$ cat config.mk
export PLATFORM = sky130hd
export DESIGN_NAME = uart_rx
export DESIGN_NICKNAME = d
export VERILOG_FILES = /design/src/rtl/uart_pkg.sv /design/src/rtl/sync_2ff.sv /design/src/rtl/uart_rx.sv
export SDC_FILE = /design/constraint.sdc
export NUM_CORES = 1
export LEC_CHECK = 0
export ABC_AREA = 1
export CAP_MARGIN = 10
export CORE_MARGIN = 5
export CORE_UTILIZATION = 46
export DETAILED_ROUTE_END_ITERATION = 12
export PLACE_DENSITY = 0.68
export RECOVER_POWER = 25
export SYNTH_ARGS = -nofsm -noshare
export SYNTH_HDL_FRONTEND = slang
export SYNTH_SLANG_ARGS = --single-unit
$ cat constraint.sdc
create_clock -name clk -period 1.5 [get_ports clk]
set_input_delay 0.225 -clock clk [delete_from_list [all_inputs] [get_ports clk]]
set_output_delay 0.225 -clock clk [all_outputs]
set_load 0.05 [all_outputs]
$ cat src/rtl/uart_pkg.sv
// Shared UART definitions: receiver state encoding and bit-timing helper.
package uart_pkg;

    typedef enum logic [2:0] {
        IDLE,
        START,
        DATA,
        STOP,
        RECOVER
    } uart_rx_state_t;

    // Clock cycles spent on one bit at the given line rate.
    function automatic int cycles_per_bit(input int clk_hz, input int bit_rate);
        return clk_hz / bit_rate;
    endfunction

endpackage

$ cat src/rtl/sync_2ff.sv
// Generic two-flop synchroniser for an asynchronous single-bit input.
module sync_2ff #(
    parameter logic RESET_VAL = 1'b1
) (
    input  logic clk,
    input  logic resetn,
    input  logic d,
    output logic q
);

    logic meta;

    // Two-stage capture; both stages reset to the line's idle level.
    // NOTE: the reset is in the sensitivity list, so it acts asynchronously and
    // state is cleared even while the clock is stopped.
    always_ff @(posedge clk or negedge resetn) begin
        if (!resetn) begin
            meta <= RESET_VAL;
            q    <= RESET_VAL;
        end else begin
            // NOTE: non-blocking assignments give two real stages; blocking ones
            // would collapse the chain into a single flop.
            meta <= d;
            q    <= meta;
        end
    end

endmodule

$ cat src/rtl/uart_rx.sv
// UART receiver: oversampled start/data/stop decoding with framing-error and
// line-break detection. Accepted bytes are reported with a one-cycle valid.
module uart_rx
    import uart_pkg::*;
#(
    parameter int BIT_RATE     = 115200,
    parameter int CLK_HZ       = 100_000_000,
    parameter int PAYLOAD_BITS = 8,
    parameter int STOP_BITS    = 1
) (
    input  logic                    clk,
    input  logic                    resetn,
    input  logic                    uart_rxd,
    input  logic                    uart_rx_en,
    output logic                    uart_rx_valid,
    output logic [PAYLOAD_BITS-1:0] uart_rx_data,
    output logic                    uart_rx_frame_err,
    output logic                    uart_rx_break
);

    localparam int CPB     = cycles_per_bit(CLK_HZ, BIT_RATE);
    localparam int HALF    = CPB / 2;
    localparam int CNT_W   = $clog2(CPB);
    localparam int IDX_MAX = (PAYLOAD_BITS > STOP_BITS) ? PAYLOAD_BITS : STOP_BITS;
    localparam int IDX_W   = (IDX_MAX > 1) ? $clog2(IDX_MAX) : 1;

    localparam logic [CNT_W-1:0] HALF_LAST = CNT_W'(HALF - 1);
    localparam logic [CNT_W-1:0] FULL_LAST = CNT_W'(CPB - 1);
    localparam logic [IDX_W-1:0] DATA_LAST = IDX_W'(PAYLOAD_BITS - 1);
    localparam logic [IDX_W-1:0] STOP_LAST = IDX_W'(STOP_BITS - 1);

    logic                    rxd_s;
    uart_rx_state_t          state, state_nxt;
    logic [CNT_W-1:0]        bit_cnt, bit_cnt_nxt;
    logic [IDX_W-1:0]        bit_idx, bit_idx_nxt;
    logic [PAYLOAD_BITS-1:0] shift, shift_nxt;
    logic                    valid_nxt;
    logic [PAYLOAD_BITS-1:0] data_nxt;
    logic                    frame_err_nxt;
    logic                    break_nxt;

    sync_2ff #(
        .RESET_VAL (1'b1)
    ) u_sync (
        .clk    (clk),
        .resetn (resetn),
        .d      (uart_rxd),
        .q      (rxd_s)
    );

    // State register.
    always_ff @(posedge clk or negedge resetn) begin
        if (!resetn) begin
            state <= IDLE;
        end else begin
            state <= state_nxt;
        end
    end

    // Next-state, counter, shift-register and output decode.
    // NOTE: every signal gets a default before the case, so no path leaves one
    // unassigned and no latch is inferred.
    always_comb begin
        state_nxt     = state;
        bit_cnt_nxt   = bit_cnt + CNT_W'(1);
        bit_idx_nxt   = bit_idx;
        shift_nxt     = shift;
        valid_nxt     = 1'b0;
        data_nxt      = uart_rx_data;
        frame_err_nxt = 1'b0;
        break_nxt     = 1'b0;

        case (state)
            IDLE: begin
                bit_cnt_nxt = '0;
                bit_idx_nxt = '0;
                if (!rxd_s && uart_rx_en) begin
                    state_nxt = START;
                end
            end

            // Re-check the start bit at its centre to reject short glitches.
            START: begin
                if (bit_cnt == HALF_LAST) begin
                    bit_cnt_nxt = '0;
                    state_nxt   = rxd_s ? IDLE : DATA;
                end
            end

            DATA: begin
                if (bit_cnt == FULL_LAST) begin
                    bit_cnt_nxt = '0;
                    shift_nxt   = {rxd_s, shift[PAYLOAD_BITS-1:1]};
                    if (bit_idx == DATA_LAST) begin
                        bit_idx_nxt = '0;
                        state_nxt   = STOP;
                    end else begin
                        bit_idx_nxt = bit_idx + IDX_W'(1);
                    end
                end
            end

            // Leaving at the centre of the last stop bit lets IDLE catch a
            // start edge that follows immediately.
            STOP: begin
                if (bit_cnt == FULL_LAST) begin
                    bit_cnt_nxt = '0;
                    if (!rxd_s) begin
                        bit_idx_nxt   = '0;
                        frame_err_nxt = 1'b1;
                        break_nxt     = (shift == '0);
                        state_nxt     = RECOVER;
                    end else if (bit_idx == STOP_LAST) begin
                        bit_idx_nxt = '0;
                        valid_nxt   = 1'b1;
                        data_nxt    = shift;
                        state_nxt   = IDLE;
                    end else begin
                        bit_idx_nxt = bit_idx + IDX_W'(1);
                    end
                end
            end

            // Hold off until the line returns high so a break reports once.
            RECOVER: begin
                bit_cnt_nxt = '0;
                if (rxd_s) begin
                    state_nxt = IDLE;
                end
            end

            default: begin
                state_nxt = IDLE;
            end
        endcase
    end

    // Datapath and registered outputs.
    always_ff @(posedge clk or negedge resetn) begin
        if (!resetn) begin
            bit_cnt           <= '0;
            bit_idx           <= '0;
            shift             <= '0;
            uart_rx_valid     <= 1'b0;
            uart_rx_data      <= '0;
            uart_rx_frame_err <= 1'b0;
            uart_rx_break     <= 1'b0;
        end else begin
            bit_cnt           <= bit_cnt_nxt;
            bit_idx           <= bit_idx_nxt;
            shift             <= shift_nxt;
            uart_rx_valid     <= valid_nxt;
            uart_rx_data      <= data_nxt;
            uart_rx_frame_err <= frame_err_nxt;
            uart_rx_break     <= break_nxt;
        end
    end

endmodule

Yosys cells after proc, flatten, opt, wreduce, memory -nomap -nowiden
Index checks and enable logic that the tools add are counted.

Register bits: 37. Output and inout bits: 11. Logic and storage cells: 67.

Add/subtract/negate cells: 2. Equality and inequality tests: 14. Mux-type cells: 29. Reduce and logical (&&, ||, !) cells: 12.

Operator list (count): $mux W3 (13); $pmux W10 S3 (1); $mux W10 (2); $pmux W3 S5 (1); $add A10 B1 Y10 const B (1); $eq A10 B10 Y1 const B (1); $eq A10 B9 Y1 const B (1); $mux W1 (10); $ne A2 B2 Y1 const B (5); $pmux W3 S3 (1); $logic_not A8 Y1 (1); $reduce_and A7 Y1 (1); $eq A3 B2 Y1 const B (2); $eq A3 B3 Y1 const B (2); $logic_not A3 Y1 (2); $reduce_and A4 Y1 (1); $reduce_or A2 Y1 (2); $add A3 B1 Y3 const B (1); $eq A3 B1 Y1 const B (1); $ne A3 B3 Y1 const B (1); $reduce_and A3 Y1 (1); $reduce_bool A3 Y1 (1); $mux W2 (1); $ne A2 B1 Y1 const B (1); other kinds (3) (3).

Longest topological paths before layout
Gate-level depths: netlist of the first run.

Depth after elaboration: 5. Depth in mapped cells: 9. Gate-level depth less buffers: 9.

Modules after synthesis
From an unflattened synthesis of the first run, not the netlist that was laid out.

Cell total of the unflattened synthesis: 207. Area total of the unflattened synthesis: 1876.8 µm².

By module, submodules not included: uart_rx (times used 1, cells each 205, area an instance 1824.2 µm²); sync_2ff (times used 1, cells each 2, area an instance 52.6 µm²).

Worst setup path after synthesis of the first run
OpenSTA, ideal clock, no wires.

Path kind: register to register. Start point: register bit_cnt[0]. End point: register shift[7]. Library setup time: 0.121 ns. Arrival time: 1.357 ns. Data required time: 1.379 ns. Setup slack: 0.022 ns. Stages on the path, launching flop included: 10. Buffers on the path: 2. Clock period less this slack: 1.478 ns. Path through: dfrtp_1 -> ha_1 -> nand2_1 -> nor2_1 -> nand2_1 -> or2_1 -> buf_6 -> buf_6 -> nand2_1 -> o21ai_2.

Word-level cells in the longest chain between the ends: 2.

Ends and longest elaborated chain: start, declared (line uart_rx.sv:34) `logic [CNT_W-1:0] bit_cnt, bit_cnt_nxt;`; start signal, assigned (line uart_rx.sv:149) `bit_cnt <= bit_cnt_nxt;`; $eq A10 B10 Y1 (line uart_rx.sv:91) `if (bit_cnt == FULL_LAST) begin`; $reduce_and A2 Y1 (no line); end signal, assigned (line uart_rx.sv:151) `shift <= shift_nxt;`; end, declared (line uart_rx.sv:36) `logic [PAYLOAD_BITS-1:0] shift, shift_nxt;`.

Every way passes these cells. A chain may end at the register's enable or synchronous reset.

Worst setup path after layout of the first run
Start point: register bit_cnt[6]. End point: register shift[2].

The elaborated chain is that of the path after synthesis.

==> results of run 1 <==
layout make-up:
class / count / area share [%]
clock buffer: 5 / 2.95
clock inverter: 2 / 1.50
inverter: 33 / 5.31
multi-input combinational: 135 / 35.2
sequential: 37 / 39.9
tap: 48 / 2.58
timing repair buffer: 31 / 12.6
power groups by stage:
stage | logic (mW) | clock network (mW) | registers, mW
after floorplan | 0.408 | 0 | 1.14
after global placement | 0.655 | 0 | 1.15
after detailed placement | 0.656 | 0 | 1.15
after CTS | 0.662 | 0.851 | 1.13
after global routing | 0.860 | 0.895 | 1.14
final | 0.758 | 0.821 | 1.13
metrics by stage:
| step | setup TNS, ps | setup WS (ps) | total power, mW | area, um2 |
|---|---|---|---|---|
| 2_1_floorplan | 0 | 21.8 | 1.55 | 1820 |
| 3_3_place_gp | 0 | 42.9 | 1.80 | 2080 |
| 3_5_place_dp | 0 | 13.6 | 1.80 | 2080 |
| 4_1_cts | 0 | 4.15 | 2.64 | 2200 |
| 5_1_grt | -541 | -51.8 | 2.89 | 2330 |
| 6_report | 0 | 40.3 | 2.71 | 2330 |
cell families (layout without fill, tap and decap cells):
logic type / Yosys count / in the layout
AND/OR/NAND/NOR: 101 / 101
AO/OA/AOI/OAI: 28 / 28
flip-flops: 37 / 37
adder cells (fa/ha/maj): 5 / 5
buffers and inverters: 36 / 71
XOR/XNOR: 1 / 1
worst max path at each step:
stage | end | start | slack (ps) | depth (start not counted)
3_3_place_gp | bit_cnt[5] | bit_cnt[1] | 40 | 9
5_1_grt | shift[7] | bit_cnt[1] | -50 | 8
6_report | shift[2] | bit_cnt[6] | 40 | 7
3_5_place_dp | bit_cnt[6] | bit_cnt[1] | 10 | 9
2_1_floorplan | shift[7] | bit_cnt[0] | 20 | 9
4_1_cts | bit_cnt[6] | bit_cnt[1] | 4 | 9
flip-flops by register name, indices dropped and copies added (netlist names):
register           count
bit_cnt               10
shift                  8
uart_rx_data           8
bit_idx                3
state                  3
u_sync.meta            1
u_sync.q               1
uart_rx_break          1
uart_rx_frame_err      1
uart_rx_valid          1
worst max-delay path, stage by stage (launching register included):
cell,delay [ps]
dfrtp_1,430
nand2_1,100
nor3_2,130
nand2_1,130
or2_4,300
buf_12,150
nand2_2,50
o21ai_2,50
repair_timing:
action / in CTS / in global routing
resized for setup: 0 / 29
hold endpoints to repair: 17 / 0
hold buffers: 1 / 0
setup buffers: 0 / 2
setup endpoints to repair: 0 / 21
layout by cell type (no fill, tap or decap), types with 4 or more instances in the layout:
cell | Yosys | routed
dfrtp_1 | 35 | 33
nand2_2 | 3 | 14
nor2_2 | 1 | 4
nand3_1 | 16 | 12
nand4_1 | 6 | 6
inv_1 | 32 | 32
buf_4 | 0 | 23
nand3_2 | 1 | 4
nor2_1 | 15 | 11
o21ai_2 | 17 | 17
clkbuf_8 | 0 | 5
ha_1 | 5 | 4
nand2_1 | 54 | 41
o21ai_0 | 4 | 4
routing by layer:
metal,global-route usage [%],vias to the layer above,part of all wire (%)
li1,-,735,-
met1,19.2,668,47
met2,23.7,15,49
met3,4.55,4,3.4
met4,6.15,0,1.3
met5,0,-,0
==> parameters.txt, run 1 <==
Parameter                              Value

Status
  Outcome ... finished, final reports clean

STA
  Unrepaired setup endpoints after global routing ... yes
  Pins Over Slew Limit ... 0
  Least-Margin Pin Slew ... 546 ps
  Crit path time final ... 1460 ps
  Fin Clk Skew ... 4.01 ps
  Highest attainable clock frequency ... 685 MHz
  Count of final hold-check violations ... 0
  Worst hold-check slack ... 358 ps
  Final setup violation count ... 0
  Max-slew headroom at the worst pin ... 63.6%
  Portion of the clock cycle consumed by the worst path in the final layout ... 97.3%

Final layout
  Fraction of the core area covered by cells at the end of the flow ... 62.3%
  Combined area of the multi-input logic cells ... 820 um2
  Layout fillers ... 342
  Final standard cell count with taps included and fillers excluded ... 291
  Synth-to-Final Area Change ... 28.4%
  Layout cells sized above 1 ... 35.8%
  Final #Nets ... 252
  Sequential cell area ... 931 um2
  Number of antenna repair diodes ... 0

Min path
  Kind of path behind the tightest hold check ... reg2reg
  Worst hold path endpoint ... u_sync.q
  WHS Path Cells ... 0
  Critical hold path startpoint ... u_sync.meta

Synth
  Most used standard cells in the synthesized netlist ... 54 x nand2_1, 35 x dfrtp_1, 32 x inv_1
  Synthesized netlist net count ... 217
  Xor/xnor share of the synthesized area ... 0.482%
  Total of flip-flops plus latches after synthesis ... 37
  Cells after synthesis ... 208
  Async set or reset register ratio after synthesis ... 100%
  Top flip-flop cell by instance count after synthesis ... dfrtp_1
  Biggest area consumer among synthesized cells ... dfrtp_1
  Post-synth top area share ... 48.2%
  Seq/Total Area, Yosys ... 51.1%
  Synth Area in Adders ... 3.45%
  Fraction of the mapped netlist area in compound gates ... 11.6%
  Synthesized area per cell ... 8.73 um2
  Netlist Area Pre-Place ... 0.00182 mm2
  Number of distinct standard cells referenced by the synthesized netlist ... 22
  Leading cell types by total area after synthesis ... dfrtp_1 48%, nand2_1 11%, o21ai_2 8.2%, inv_1 6.6%, nand3_1 4.4%
  Multiplexer area fraction after synthesis ... 0%
  Dominant combinational cell family by area after synthesis ... simple AND/OR/NAND/NOR gates
  Count of flip-flops with a built-in enable after synthesis ... 0
  Synth warnings ... 0
  Post-Synth Simple-Gate Area ... 24.7%
  Cell with the most instances after synthesis ... nand2_1

Setup path
  Register-to-register setup slack ... 40 ps
  Arrival time of data at the critical path endpoint ... 1630 ps
  Endpoint of the worst-slack reg-to-reg timing path ... shift[2]
  Crit Path Category ... reg2reg
  R2r worst-path depth ... 7
  Nature of the critical path startpoint ... flip-flop
  Worst Path Max Fanout ... 8
  Critical path endpoint category ... flip-flop
  Worst R2R Start ... bit_cnt[6]
  Required time worst endpoint ... 1670 ps

Route
  Antenna-violating nets left ... 0
  WL/cell ... 12.3 um
  Post-Route WL ... 3570 um
  Initial DRC Count ... 67
  Avg Vias per Cell ... 4.89
  Number of detailed-routing iterations run before antenna repair ... 4
  DRC violations left ... 0
  Total via count in the routed design ... 1422

Floorplanning
  Horizontal die dimension ... 72.8 um
  Area of the core ... 0.00374 mm2
  Effective utilization at floorplan ... 48.5%
  Num rows ... 22
  Top-level I/O count ... 15
  Overall die area ... 0.00530 mm2
  Floorplan die height ... 72.8 um

Placed design
  Post-detail-place hpwl ... 2570 um
  Final estimated routing congestion in global placement ... 0.867
  Number of cells after detailed placement ... 280
  Number of I/O port buffers ... 14

Clock tree
  Register clock-pin slew on the reported worst setup and hold paths ... 70 ps
  Clk sinks ... 37
  Clock buffers created by TritonCTS ... 5
  Buffer cell driving the clock tree root ... clkbuf_8
  Maximum root-to-sink buffer count ... 2
  TritonCTS clock tree ... yes
  Clk Latency, worst-skew pair ... 280 ps
  Clock H-tree levels ... 2

Power and ir drop
  Share of total power in combinational logic ... 28.0%
  Power Internal ... 1.86 mW
  Switching component of the power ... 0.844 mW
  Power share of the clock group ... 30.3%
  Pwr/cell area ... 1160 mW/mm2
  Relative contribution of sequential cells to total power ... 41.6%
  Worst IR Drop VDD ... 1010 uV
  Leakage Power ... 1.17 nW
  Switching part of the total power ... 31.2%

GRT
  Global-route wire length before repair ... 6190 um
  Number of antenna violations at the first check in global routing ... 0
  Gr ovfl total ... 0
  Number of global-route vias before repair ... 1400
  Global-route usage over all layers ... 15.1%
  Pin count of the biggest net entering global routing ... 21

Flow run
  Number of violations of the max-capacitance limit ... 0
Power figures use the tool's default switching activity.
==> run 2, diff against run 1 <==
CORE_MARGIN = 4   (was 5)
==> run 2 against run 1 <==
Hold slack lost 7.7 ps; sequential share of layout area grew 1.7 points; clock skew grew 5.0 ps; critical path depth grew 1; first-iteration DRC count shrank 37%; register-to-register slack is essentially flat; via count grew 1.3%; sequential power is essentially flat; non-clock buffer count shrank 3; highest routed layer unchanged.
==> parameters.txt, run 2 (synthesis results as in run 1) <==
Parameter                              Value

Status
  Outcome ... finished, final reports clean

STA
  Fin Clk Skew ... 9.02 ps
  Portion of the clock cycle consumed by the worst path in the final layout ... 98.1%
  Least-Margin Pin Slew ... 604 ps
  Crit path time final ... 1470 ps
  Final setup violation count ... 0
  Setup TNS ... 0 ps
  Max-slew headroom at the worst pin ... 59.7%
  Count of final hold-check violations ... 0
  Pins Over Slew Limit ... 0
  Unrepaired setup endpoints after global routing ... yes
  Highest attainable clock frequency ... 679 MHz

Clock tree
  Clk sinks ... 37
  Number of setup buffers added after CTS ... 0
  Register clock-pin slew on the reported worst setup and hold paths ... 80 ps
  Buffer cell driving the clock tree root ... clkbuf_8
  TritonCTS clock tree ... yes
  Clock H-tree levels ... 2
  Clk Latency, worst-skew pair ... 290 ps
  Clock buffers created by TritonCTS ... 5
  Maximum root-to-sink buffer count ... 2

Final layout
  Layout cells sized above 1 ... 28.2%
  Number of antenna repair diodes ... 0
  Sequential cell area ... 930 um2
  Combined area of the multi-input logic cells ... 759 um2
  Leading registers by flop count ... bit_cnt (10), shift (8), uart_rx_data (8)
  Largest register FFs ... 10
  Post-route cell area ... 0.00223 mm2
  Final #Nets ... 249
  Synth-to-Final Area Change ... 23.0%
  Most common library cell in the layout ignoring fill and taps ... nand2_1
  Layout fillers ... 349
  Commonest non-fill, non-tap cells in the layout ... 51 x nand2_1, 34 x dfrtp_1, 32 x inv_1
  Most flop-heavy register ... bit_cnt

Route
  Post-Route WL ... 3450 um
  Antenna-violating nets left ... 0
  Avg Vias per Cell ... 4.99
  Initial DRC Count ... 42
  WL/cell ... 12.0 um
  DRC violations left ... 0
  Number of detailed-routing iterations run before antenna repair ... 4
  Total via count in the routed design ... 1441

Setup path
  Arrival time of data at the critical path endpoint ... 1660 ps
  Required time worst endpoint ... 1690 ps
  Register-to-register setup slack ... 30 ps
  Worst-path cell with the longest stage delay ... dfrtp_1
  Nature of the critical path startpoint ... flip-flop
  R2r worst-path depth ... 8
  Worst R2R Start ... bit_cnt[0]
  Ordered list of cells on the worst path ... ha_2 -> nand2_2 -> nor2_1 -> nand2_1 -> or2_4 -> buf_12 -> nand2_1 -> o21ai_2
  Worst Path Max Fanout ... 8
  Crit Path Category ... reg2reg
  Worst path most repeated cell ... nand2_1
  CP peak stage delay ... 380 ps
  Critical path endpoint category ... flip-flop
  Endpoint of the worst-slack reg-to-reg timing path ... shift[1]

Power and ir drop
  Power share of the clock group ... 32.1%
  Leakage Power ... 1.15 nW
  Power Internal ... 1.85 mW
  Switching component of the power ... 0.856 mW
  Relative contribution of sequential cells to total power ... 42.0%
  Power, Total ... 2.70 mW
  Switching part of the total power ... 31.7%
  Pwr/cell area ... 1210 mW/mm2
  Worst IR Drop VDD ... 1230 uV
  Share of total power in combinational logic ... 25.9%

Min path
  Kind of path behind the tightest hold check ... reg2reg
  Worst hold path endpoint ... u_sync.q
  Critical hold path startpoint ... u_sync.meta
  WHS Path Cells ... 0

Floorplanning
  Overall die area ... 0.00502 mm2
  Effective utilization at floorplan ... 48.5%
  Num rows ... 22
  Floorplan die height ... 70.8 um
  Area of the core ... 0.00374 mm2
  Horizontal die dimension ... 70.8 um
  Top-level I/O count ... 15

GRT
  Gr ovfl total ... 0
  Pin count of the biggest net entering global routing ... 25
  Number of antenna violations at the first check in global routing ... 0
  Number of global-route vias before repair ... 1347
  Global-route usage over all layers ... 14.6%
  Global-route wire length before repair ... 5850 um

Flow run
  Number of violations of the max-capacitance limit ... 0

Placed design
  Final estimated routing congestion in global placement ... 0.863
  Post-detail-place hpwl ... 2510 um
  Number of I/O port buffers ... 14
  Area after detailed placement ... 0.00205 mm2
run 2: final cells by class:
type                    count  area share, %
inverters                  33           5.55
clock buffers               5           3.08
flip-flops and latches     37           41.6
clock inverters             3           2.07
repair buffers             28           11.0
multi-input cells         135           34.0
well taps                  48           2.69
run 2: critical path, delay by kind of cell (launching register included):
kind | cells | cell delay, ps
compound gates | 1 | 60
fa+ha+maj | 1 | 200
buf+inv | 1 | 140
flops | 1 | 380
simple gates | 5 | 590
run 2: worst max path at each step:
| stage | start | end | slack (ps) | cells after the start |
|---|---|---|---|---|
| 2_1_floorplan | bit_cnt[0] | shift[7] | 20 | 9 |
| 6_report | bit_cnt[0] | shift[1] | 30 | 8 |
| 5_1_grt | bit_cnt[0] | shift[2] | -90 | 8 |
| 3_5_place_dp | bit_cnt[1] | bit_cnt[9] | -5 | 9 |
| 3_3_place_gp | state[0] | uart_rx_data[7] | -3 | 7 |
| 4_1_cts | bit_cnt[0] | shift[7] | 30 | 8 |
run 2: stage by stage:
stage | std cells | worst slack (ps) | hold WS, ps | utilization, %
after floorplan | 208 | 21.8 | -70.6 | -
after global placement | 279 | -3.19 | 242 | 54.8
after detailed placement | 279 | -5.11 | 244 | 54.8
after CTS | 288 | 34.3 | 336 | 58.5
after global routing | 289 | -94.4 | 369 | 59.7
final | 289 | 27.9 | 351 | 59.7
run 2: power by group through the flow:
stage          clock, mW  combinational (mW)  sequential (mW)
2_1_floorplan          0               0.408             1.14
3_3_place_gp           0               0.656             1.15
3_5_place_dp           0               0.673             1.15
4_1_cts            0.887               0.691             1.13
5_1_grt            0.934               0.796             1.15
6_report           0.868               0.699             1.14
run 2: routing by layer:
metal	part of all wire [%]	vias up	GRT usage, %
met5	0	-	0
met4	1.8	0	6.47
met3	3.3	7	4.26
met2	48	12	23.0
met1	47	697	18.7
li1	-	725	-
run 2: repair_timing:
| item | 4_1_cts | 5_1_grt |
|---|---|---|
| setup endpoints to repair | 12 | 29 |
| endpoints found under the hold margin | 20 | 0 |
| pin swaps | 0 | 4 |
| cloned | 0 | 1 |
| gates resized for setup | 2 | 9 |
| hold buffers | 1 | 0 |
==> run 3, diff against run 2 <==
SLEW_MARGIN = 5   (was unset)
==> results of run 3 <==
No change in the layout: final DEF, timing and power equal those of run 2.
